`config.mk`:
```
export PLATFORM = sky130hd
export DESIGN_NAME = sw_msg_receiver
export DESIGN_NICKNAME = d
export VERILOG_FILES = /design/src/rtl/hw_sw_comm_pkg.sv /design/src/rtl/msg_fifo.sv /design/src/rtl/sw_msg_receiver.sv
export SDC_FILE = /design/constraint.sdc
export NUM_CORES = 1
export LEC_CHECK = 0
export ABC_AREA = 1
export BUFFER_PORTS_ARGS = -buffer_cell sky130_fd_sc_hd__buf_2
export CAP_MARGIN = 20
export CORE_MARGIN = 1.5
export CORE_UTILIZATION = 32
export DETAILED_ROUTE_END_ITERATION = 12
export GPL_TIMING_DRIVEN = 0
export PLACE_DENSITY_LB_ADDON = 0.2
export SYNTH_ARGS = -nofsm -noshare
export SYNTH_HDL_FRONTEND = slang
export SYNTH_SLANG_ARGS = --single-unit
```
`constraint.sdc`:
```
create_clock -name clk -period 7.7 [get_ports clk]
set_input_delay 1.54 -clock clk [delete_from_list [all_inputs] [get_ports clk]]
set_output_delay 1.54 -clock clk [all_outputs]
set_load 0.005 [all_outputs]
```
`src/rtl/hw_sw_comm_pkg.sv`:
```
// Shared types and handshake codes for the CPU-to-hardware
// command message path.
package hw_sw_comm_pkg;

   typedef enum logic [2:0] {
      S_RESET,
      S_IDLE,
      S_BUSY,
      S_CAPTURE,
      S_VERIFY,
      S_ACK,
      S_NAK,
      S_RELEASE
   } state_t;

   localparam logic [1:0] HW_IDLE = 2'd0;
   localparam logic [1:0] HW_SEEN = 2'd1;
   localparam logic [1:0] HW_REQ  = 2'd3;

   localparam logic [1:0] SW_IDLE = 2'd0;
   localparam logic [1:0] SW_BUSY = 2'd1;
   localparam logic [1:0] SW_NAK  = 2'd2;
   localparam logic [1:0] SW_ACK  = 2'd3;

   localparam int MSG_BYTES = 10;

   typedef struct packed {
      logic [7:0]  mtype;
      logic [63:0] data;
   } msg_t;

   // XOR of every byte except the trailing checksum byte
   function automatic logic [7:0] msg_xor(
      input logic [8*MSG_BYTES-1:0] b
   );
      logic [7:0] s;
      s = '0;
      for (int i = 0; i < MSG_BYTES - 1; i++) begin
         s = s ^ b[8*i +: 8];
      end
      return s;
   endfunction

endpackage

```
`src/rtl/msg_fifo.sv`:
```
// Small message FIFO with a registered head entry so the
// consumer sees the oldest message straight from a flop.
import hw_sw_comm_pkg::*;

module msg_fifo #(
   parameter int  DEPTH = 4,
   parameter type T     = msg_t
) (
   input  logic clk,
   input  logic reset,
   input  logic push,
   input  T     din,
   input  logic pop,
   output T     head,
   output logic full,
   output logic empty
);

   localparam int AW = $clog2(DEPTH);

   T             mem [DEPTH];
   logic [AW-1:0] wr_ptr;
   logic [AW-1:0] rd_ptr;
   logic [AW-1:0] rd_nxt;
   logic [AW:0]   cnt;
   logic          do_push;
   logic          do_pop;

   assign full    = (cnt == (AW+1)'(DEPTH));
   assign empty   = (cnt == '0);
   assign do_pop  = pop && !empty;
   assign do_push = push && (!full || do_pop);
   assign rd_nxt  = rd_ptr + AW'(do_pop);

   // Storage array; only slots behind the head are ever read
   always_ff @(posedge clk) begin
      if (do_push) begin
         mem[wr_ptr] <= din;
      end
   end

   // Pointers, occupancy and the head register
   always_ff @(posedge clk or posedge reset) begin
      if (reset) begin
         wr_ptr <= '0;
         rd_ptr <= '0;
         cnt    <= '0;
         head   <= '0;
      end else begin
         if (do_push) begin
            wr_ptr <= wr_ptr + AW'(1);
         end
         rd_ptr <= rd_nxt;
         cnt    <= cnt + (AW+1)'(do_push) - (AW+1)'(do_pop);
         if (do_push && (wr_ptr == rd_nxt)) begin
            head <= din;
         end else if (do_pop && (cnt > (AW+1)'(1))) begin
            head <= mem[rd_nxt];
         end
      end
   end

endmodule

```
`src/rtl/sw_msg_receiver.sv`:
```
// Receives checksummed 10-byte CPU command messages over a
// 4-phase PIO handshake and queues good ones for game logic.
import hw_sw_comm_pkg::*;

module sw_msg_receiver #(
   parameter int DEPTH = 4
) (
   input  logic        clk,
   input  logic        reset,
   input  logic [1:0]  to_hw_sig,
   input  logic [7:0]  to_hw_port0,
   input  logic [7:0]  to_hw_port1,
   input  logic [7:0]  to_hw_port2,
   input  logic [7:0]  to_hw_port3,
   input  logic [7:0]  to_hw_port4,
   input  logic [7:0]  to_hw_port5,
   input  logic [7:0]  to_hw_port6,
   input  logic [7:0]  to_hw_port7,
   input  logic [7:0]  to_hw_port8,
   input  logic [7:0]  to_hw_port9,
   output logic [1:0]  to_sw_sig,
   output logic        msg_valid,
   input  logic        msg_ready,
   output logic [7:0]  msg_type,
   output logic [63:0] msg_data,
   output logic [15:0] msg_count,
   output logic [7:0]  err_count
);

   state_t                     state;
   logic [8*MSG_BYTES-1:0]     stg;
   logic                       cs_ok;
   logic                       push;
   logic                       pop;
   logic                       full;
   logic                       empty;
   msg_t                       din;
   msg_t                       head;

   assign cs_ok     = (msg_xor(stg) == stg[8*MSG_BYTES-1 -: 8]);
   assign push      = (state == S_VERIFY) && cs_ok;
   assign din       = '{mtype: stg[7:0], data: stg[71:8]};
   assign msg_valid = !empty;
   assign pop       = msg_valid && msg_ready;
   assign msg_type  = head.mtype;
   assign msg_data  = head.data;

   msg_fifo #(
      .DEPTH (DEPTH),
      .T     (msg_t)
   ) u_fifo (
      .clk   (clk),
      .reset (reset),
      .push  (push),
      .din   (din),
      .pop   (pop),
      .head  (head),
      .full  (full),
      .empty (empty)
   );

   // Handshake code seen by the CPU, decoded from the state
   always_comb begin
      to_sw_sig = SW_IDLE;
      unique case (1'b1)
         (state == S_BUSY): to_sw_sig = SW_BUSY;
         (state == S_ACK):  to_sw_sig = SW_ACK;
         (state == S_NAK):  to_sw_sig = SW_NAK;
         default:           to_sw_sig = SW_IDLE;
      endcase
   end

   // Handshake FSM, staging register, checksum result counters
   always_ff @(posedge clk or posedge reset) begin
      if (reset) begin
         state     <= S_RESET;
         stg       <= '0;
         msg_count <= '0;
         err_count <= '0;
      end else begin
         case (state)
            S_RESET: state <= S_IDLE;
            S_IDLE: begin
               if (to_hw_sig == HW_REQ) begin
                  state <= full ? S_BUSY : S_CAPTURE;
               end
            end
            S_BUSY: begin
               if (!full) begin
                  state <= S_CAPTURE;
               end else if (to_hw_sig == HW_IDLE) begin
                  state <= S_IDLE;
               end
            end
            S_CAPTURE: begin
               stg <= {to_hw_port9, to_hw_port8,
                       to_hw_port7, to_hw_port6,
                       to_hw_port5, to_hw_port4,
                       to_hw_port3, to_hw_port2,
                       to_hw_port1, to_hw_port0};
               state <= S_VERIFY;
            end
            S_VERIFY: begin
               if (cs_ok) begin
                  msg_count <= msg_count + 16'd1;
                  state     <= S_ACK;
               end else begin
                  if (err_count != 8'hFF) begin
                     err_count <= err_count + 8'd1;
                  end
                  state <= S_NAK;
               end
            end
            S_ACK, S_NAK: begin
               if (to_hw_sig == HW_SEEN) begin
                  state <= S_RELEASE;
               end else if (to_hw_sig == HW_IDLE) begin
                  state <= S_IDLE;
               end
            end
            S_RELEASE: begin
               if (to_hw_sig == HW_IDLE) begin
                  state <= S_IDLE;
               end
            end
            default: state <= S_IDLE;
         endcase
      end
   end

endmodule

```
==> After elaboration in Yosys (flattened, before gate mapping) <==
Memory sizes are Yosys's and may differ from the RTL's. A register that Yosys moved wholly into a read port is not among the register bits.
Index checks and enable logic that the tools add are counted.
Widths: inputs -> output; s select.
{ "totals": {"out_inout_bits": 99, "in_bits": 85, "ramBits": 288, "reg_bits": 114, "n_memories": 1} }
{ "op_classes": {"n_bitwise": 9, "addsub": 6, "n_reduce_logical": 16, "n_lt_le_gt_ge": 1, "eq_ne": 14, "mux": 10} }
{ "mem_list": {"columns": ["memory", "words", "width", "rd", "rd_ports_with_merged_regs", "wr", "line", "text"], "rows": [
  ["u_fifo.mem", 4, 72, 1, 1, 1, "msg_fifo.sv:21", "T mem [DEPTH];"]
]} }
{ "ops": {"columns": ["cell", "n"], "rows": [
  ["$xor 8x8->8", 8],
  ["$pmux 3 s7", 1],
  ["$add 16x1->16 const B", 1],
  ["$eq 3x3->1 const B", 5],
  ["$mux 3", 4],
  ["$add 8x1->8 const B", 1],
  ["$eq 8x8->1", 1],
  ["$ne 8x8->1 const B", 1],
  ["$eq 3x2->1 const B", 2],
  ["$logic_and 1x1->1", 6],
  ["$logic_not 3->1", 2],
  ["$pmux 2 s3", 1],
  ["$add 3x1->3", 1],
  ["$eq 3x1->1 const B", 1],
  ["$gt 3x1->1 const B", 1],
  ["$mux 1", 3],
  ["$reduce_and 3->1", 1],
  ["$sub 3x1->3", 1],
  ["$add 2x1->2", 1],
  ["$add 2x1->2 const B", 1],
  ["$eq 2x1->1 const B", 1],
  ["$eq 2x2->1", 1],
  ["$eq 2x2->1 const B", 1],
  ["$logic_not 1->1", 2],
  ["other kinds (8)", 8]
]} }

==> Longest topological paths before layout <==
{ "depth": {"ltp_word": 13, "depth_mapped": 19} }

==> By module <==
From an unflattened synthesis, not the netlist that was laid out.
{ "unflattened": {"hier_cells": 2403, "hier_area_um2": 21570.7} }
{ "modules_own_cells": {"columns": ["module", "area_per_inst_um2", "seq_area_each_um2", "cells_per_inst", "instances"], "rows": [
  ["msg_fifo", 15822.7, 10625.2, 1664, 1],
  ["sw_msg_receiver", 5748.0, 2677.6, 739, 1]
]} }

==> Least setup slack after synthesis <==
No wires, ideal clock.
{ "synth_path": {"path_kind": "input -> register", "from": "input port msg_ready", "to": "memory u_fifo.mem[0][0] (netlist bit) (enable)", "stages": 5, "arrival_time_ps": 4965, "path_slack_ps": 2232, "required_time_ps": 7197, "cell_sequence": "nor2_1 nor2_4 buf_6 inv_1 nor2_1"} }
{ "synth_between": {"elab_chain_len": 6} }
{ "synth_lines": {"columns": ["element", "line", "text"], "rows": [
  ["start: declaration", "sw_msg_receiver.sv:23", "input logic msg_ready,"],
  ["$logic_and 1x1->1", "sw_msg_receiver.sv:44", "assign pop = msg_valid && msg_ready;"],
  ["$logic_and 1x1->1", "msg_fifo.sv:31", "assign do_pop = pop && !empty;"],
  ["$logic_or 1x1->1", "msg_fifo.sv:32", "assign do_push = push && (!full || do_pop);"],
  ["$logic_and 1x1->1", "msg_fifo.sv:32", null],
  ["$mux 1", "msg_fifo.sv:37", "if (do_push) begin"],
  ["$mux 1 (not written as such)", "msg_fifo.sv:38", "mem[wr_ptr] <= din;"],
  ["end: declaration", "msg_fifo.sv:21", null]
]} }
No other way between the ends.

==> Final worst setup path <==
{ "layout_path": {"from": "input port msg_ready", "to": "register, netlist name u_fifo.head[55]"} }
{ "layout_between": {"elab_chain_len": 6, "elab_cells_between_ends": 9} }
{ "layout_lines": {"columns": ["element", "line", "text"], "rows": [
  ["$logic_and 1x1->1 *", "sw_msg_receiver.sv:44", null],
  ["$logic_and 1x1->1 *", "msg_fifo.sv:31", null],
  ["$add 2x1->2 *", "msg_fifo.sv:33", "assign rd_nxt = rd_ptr + AW'(do_pop);"],
  ["net u_fifo.rd_nxt[0]", "msg_fifo.sv:24", "logic [AW-1:0] rd_nxt;"],
  ["$eq 2x2->1", "msg_fifo.sv:55", "if (do_push && (wr_ptr == rd_nxt)) begin"],
  ["$logic_and 1x1->1", "msg_fifo.sv:55", null],
  ["$reduce_bool 2->1 (no line)", null, null]
]} }
Mark *: on every way through the listed nets, which the timed path passes. The rest lies on a longest branch.
A chain may end at the register's enable or synchronous reset.

==> impl_results.html <==
<table>
<tr><th>Metric</th><th>Value</th></tr>
<tr><th colspan="2">Die</th></tr>
<tr><td>Number of top-level design ports</td><td>184</td></tr>
<tr><td>Total die area</td><td>66800 µm²</td></tr>
<tr><td>Number of cell rows</td><td>93</td></tr>
<tr><td>Die Ht</td><td>258 µm</td></tr>
<tr><td>Starting utilization of the core area</td><td>32.4%</td></tr>
<tr><td>Horizontal extent of the die</td><td>258 µm</td></tr>
<tr><td>Core Area</td><td>64500 µm²</td></tr>
<tr><th colspan="2">Worst hold path</th></tr>
<tr><td>Worst Hold Class</td><td>reg2reg</td></tr>
<tr><td>Cell depth of the worst hold path</td><td>1</td></tr>
<tr><td>End of the worst hold path</td><td>u_fifo.rd_ptr[0]$_DFF_PP0_</td></tr>
<tr><td>Launch point of the worst hold path</td><td>u_fifo.rd_ptr[0]$_DFF_PP0_</td></tr>
<tr><th colspan="2">Timing</th></tr>
<tr><td>Final Hold Violating Endpoints</td><td>0</td></tr>
<tr><td>Setup repair after global routing missed its margin</td><td>false</td></tr>
<tr><td>Share of the clock period used by the worst path after layout</td><td>64.6%</td></tr>
<tr><td>Setup-violating endpoint count in the final report</td><td>0</td></tr>
<tr><td>Final min period</td><td>4.98 ns</td></tr>
<tr><td>Max Freq</td><td>201 MHz</td></tr>
<tr><td>Setup Skew</td><td>0.0274 ns</td></tr>
<tr><td>Actual transition at the worst max-transition pin</td><td>1.12 ns</td></tr>
<tr><td>Hold slack</td><td>0.501 ns</td></tr>
<tr><td>Final critical-path setup slack</td><td>2.72 ns</td></tr>
<tr><td>Number of pins exceeding their max-slew limit in the final report</td><td>0</td></tr>
<tr><td>Max transition margin</td><td>25.0%</td></tr>
<tr><th colspan="2">Power and ir drop</th></tr>
<tr><td>Leakage power summed over all cells</td><td>10.2 nW</td></tr>
<tr><td>Clock Power Share</td><td>23.3%</td></tr>
<tr><td>Switching part of the total</td><td>39.9%</td></tr>
<tr><td>Power density normalized to cell area</td><td>425 nW/µm²</td></tr>
<tr><td>Sequential cell fraction of total power</td><td>38.6%</td></tr>
<tr><td>Worst voltage drop across the vdd grid</td><td>0.000204 V</td></tr>
<tr><td>Internal cell power</td><td>6.35 mW</td></tr>
<tr><td>Net switching power figure</td><td>4.22 mW</td></tr>
<tr><td>Portion of total power attributed to combinational logic</td><td>38.0%</td></tr>
<tr><th colspan="2">Clock tree</th></tr>
<tr><td>Maximum level of the CTS H-tree</td><td>2</td></tr>
<tr><td>Buffer cell driving the clock tree root</td><td>sky130_fd_sc_hd__clkbuf_16</td></tr>
<tr><td>CTS tree</td><td>done</td></tr>
<tr><td>Number of hold buffers added after cts</td><td>0</td></tr>
<tr><td>Clock transition at the registers of the reported paths</td><td>0.06 ns</td></tr>
<tr><td>Maximum number of buffers from clock root to sink</td><td>3</td></tr>
<tr><td>Total CTS buffers</td><td>53</td></tr>
<tr><td>Post-CTS Setup Bufs</td><td>0</td></tr>
<tr><td>Number of resized instances in the post-cts repair step</td><td>0</td></tr>
<tr><td>Worst-Skew Late Latency</td><td>0.61 ns</td></tr>
<tr><td>Num Clock Sinks</td><td>474</td></tr>
<tr><th colspan="2">Global routing</th></tr>
<tr><td>Largest net degree at the start of global routing</td><td>103</td></tr>
<tr><td>Final global-route overflow total</td><td>0</td></tr>
<tr><td>Antenna violations before repair</td><td>3</td></tr>
<tr><td>All-layer global routing usage</td><td>18.6%</td></tr>
<tr><td>Vias in the first global route</td><td>14753</td></tr>
<tr><td>Global-route wire length before repair</td><td>93100 µm</td></tr>
<tr><th colspan="2">Logic synthesis</th></tr>
<tr><td>Cell count after synthesis</td><td>1839</td></tr>
<tr><td>Synth Flop Type</td><td>sky130_fd_sc_hd__edfxtp_1</td></tr>
<tr><td>Number of flops mapped to enable cells by yosys</td><td>288</td></tr>
<tr><td>Netlist area before placement</td><td>20900 µm²</td></tr>
<tr><td>Synthesized area divided by synthesized cell count</td><td>11.4 µm²</td></tr>
<tr><td>Synthesis Warnings</td><td>0</td></tr>
<tr><td>Mapped Nets</td><td>1936</td></tr>
<tr><td>Proportion of register bits with asynchronous set or reset after synthesis</td><td>39.2%</td></tr>
<tr><td>Number of distinct library cells after synthesis</td><td>31</td></tr>
<tr><td>Share of the yosys chip area belonging to registers</td><td>63.7%</td></tr>
<tr><td>Synthesis-stage register bit count</td><td>474</td></tr>
<tr><th colspan="2">Cells and area</th></tr>
<tr><td>Fillers</td><td>6381</td></tr>
<tr><td>Nets@finish</td><td>2187</td></tr>
<tr><td>Area Growth Syn to Fin</td><td>19.0%</td></tr>
<tr><td>Fraction of layout instances using a drive strength above 1</td><td>23.8%</td></tr>
<tr><td>Most frequent standard cell in the layout excluding fill and tap cells</td><td>sky130_fd_sc_hd__nand2_1</td></tr>
<tr><td>Highest-count cells in the layout ignoring fill and taps</td><td>sky130_fd_sc_hd__nand2_1, sky130_fd_sc_hd__edfxtp_1, sky130_fd_sc_hd__nand3_1, sky130_fd_sc_hd__buf_2, sky130_fd_sc_hd__dfrtp_1</td></tr>
<tr><th colspan="2">Worst setup path</th></tr>
<tr><td>Category of the worst setup path capture point</td><td>flop</td></tr>
<tr><td>Required time of the critical path</td><td>8.16 ns</td></tr>
<tr><td>Crit path buf inv count</td><td>5</td></tr>
<tr><td>Largest fanout of any net on the critical path</td><td>10</td></tr>
<tr><td>Worst flop-to-flop path endpoint</td><td>u_fifo.head[55]$_DFFE_PP0P_</td></tr>
<tr><td>Library cell contributing the largest single delay on the critical path</td><td>sky130_fd_sc_hd__a21oi_2</td></tr>
<tr><td>Startpoint of the most critical setup path</td><td>msg_ready</td></tr>
<tr><td>Nature of the critical path startpoint</td><td>input port</td></tr>
<tr><td>Delay of the slowest cell on the worst path</td><td>0.86 ns</td></tr>
<tr><td>R2r startpoint</td><td>u_fifo.cnt[1]$_DFF_PP0_</td></tr>
<tr><td>Register-to-Register Path Depth</td><td>11</td></tr>
<tr><td>CP arrival</td><td>5.44 ns</td></tr>
<tr><td>Critical path class</td><td>in2reg</td></tr>
<tr><td>Critical path cell sequence</td><td>buf_2 -&gt; inv_1 -&gt; a31oi_1 -&gt; ha_1 -&gt; clkbuf_1 -&gt; xor2_1 -&gt; a21oi_2 -&gt; nand4_2 -&gt; buf_6 -&gt; buf_6 -&gt; nand3_1 -&gt; nand3_1</td></tr>
<tr><td>Cell type group with the largest total delay on the critical path</td><td>buffers and inverters</td></tr>
<tr><td>Worst setup slack for register-to-register paths</td><td>3.25 ns</td></tr>
<tr><th colspan="2">Routing</th></tr>
<tr><td>Average wire per standard cell</td><td>20.8 µm</td></tr>
<tr><td>Final routed DRC violation total</td><td>0</td></tr>
<tr><td>Count of nets left with antenna violations after detail routing</td><td>0</td></tr>
<tr><td>Aggregate routed wire length</td><td>62100 µm</td></tr>
<tr><td>Via count of the routed design</td><td>14510</td></tr>
<tr><td>Violation count after the first detailed-route iteration</td><td>922</td></tr>
<tr><td>Vias per cell</td><td>4.85</td></tr>
<tr><td>Total iterations of the first detailed-routing run</td><td>5</td></tr>
<tr><th colspan="2">Placement</th></tr>
<tr><td>Pre-CTS worst setup slack</td><td>2.07 ns</td></tr>
<tr><td>Port Buffers</td><td>183</td></tr>
<tr><td>Final weighted congestion in routability-driven placement</td><td>0.839</td></tr>
<tr><td>Total half-perimeter wirelength after legalization and detailed placement</td><td>41900 µm</td></tr>
<tr><th colspan="2">Run</th></tr>
<tr><td>Max Cap Viol</td><td>0</td></tr>
<tr><th colspan="2">Status</th></tr>
<tr><td>Outcome</td><td>finished, final reports clean</td></tr>
</table>
## synthesized netlist by cell type, drive strengths merged, types with 11 or more instances
library cell	n	area (µm²)
dfrtp	186	4650
nand2	419	1570
buf	37	236
xnor2	24	210
edfxtp	288	8650
xor2	31	272
o21ai	13	65.1
inv	110	413
nand3	248	1250
ha	11	138
nand4	11	75.1
a21oi	116	584
mux2	184	2070
nor2	83	327
clkbuf	55	206
## power by group through the flow
stage | sequential (mW) | combinational, mW | clock (mW)
4_1_cts | 4.09 | 4.09 | 2.53
6_report | 4.08 | 4.02 | 2.47
5_1_grt | 4.17 | 4.49 | 2.62
3_5_place_dp | 4.13 | 4.07 | 0
3_3_place_gp | 4.10 | 4.02 | 0
2_1_floorplan | 3.85 | 2.73 | 0
## sequential cells by signal, summed over array words and instances, names as in the netlist
signal and cells:
u_fifo.mem 288, stg 80, u_fifo.head 72, msg_count 16, err_count 8, state 3, u_fifo.cnt 3, u_fifo.rd_ptr 2
u_fifo.wr_ptr 2
## kinds of logic after synthesis
logic type / share of synthesized area (%)
flip-flops: 63.7
buffers and inverters: 4.10
multiplexers: 9.92
adder cells (fa/ha/maj): 0.755
AO/OA/AOI/OAI: 3.26
AND/OR/NAND/NOR: 16.0
XOR/XNOR: 2.31
## layout make-up
class	count	area, µm²	share of cell area, %
inverters	110	420	1.69
multi-input cells	1163	6760	27.2
repair buffers	196	1180	4.74
well taps	855	1070	4.30
clock buffers	78	1510	6.09
diodes	3	7.51	0.0302
flip-flops and latches	474	13300	53.5
clock inverters	21	166	0.669
plain buffers	92	443	1.78
## metrics by stage
| stage | setup TNS (ns) | utilization [%] | area (µm²) | power [mW] | std cells |
|---|---|---|---|---|---|
| 2_1_floorplan | 0 | - | 20900 | 6.58 | 1839 |
| 3_3_place_gp | -751.17 | 35.5 | 22900 | 8.12 | 2877 |
| 3_5_place_dp | 0 | 35.9 | 23200 | 8.20 | 2890 |
| 4_1_cts | 0 | 38.5 | 24800 | 10.7 | 2989 |
| 5_1_grt | 0 | 38.5 | 24800 | 11.3 | 2989 |
| 6_report | 0 | 38.6 | 24900 | 10.6 | 2992 |
## routing by layer
metal,track usage [%],share of wire [%],vias up
met3,4.31,6.3,75
met2,31.2,48,369
met4,4.22,1.8,0
met5,0,0,-
met1,24.3,44,7231
li1,-,-,6835
## worst max-delay path by stage
stage | cells after the start | to
after floorplan | 1 | err_count[0]$_DFFE_PP0P_
after global placement | 2 | stg[0]$_DFFE_PP0N_
after detailed placement | 12 | u_fifo.head[39]$_DFFE_PP0P_
after CTS | 12 | u_fifo.head[39]$_DFFE_PP0P_
after global routing | 12 | u_fifo.head[65]$_DFFE_PP0P_
final | 12 | u_fifo.head[55]$_DFFE_PP0P_
No activity file was read; power rests on OpenSTA's default activity.
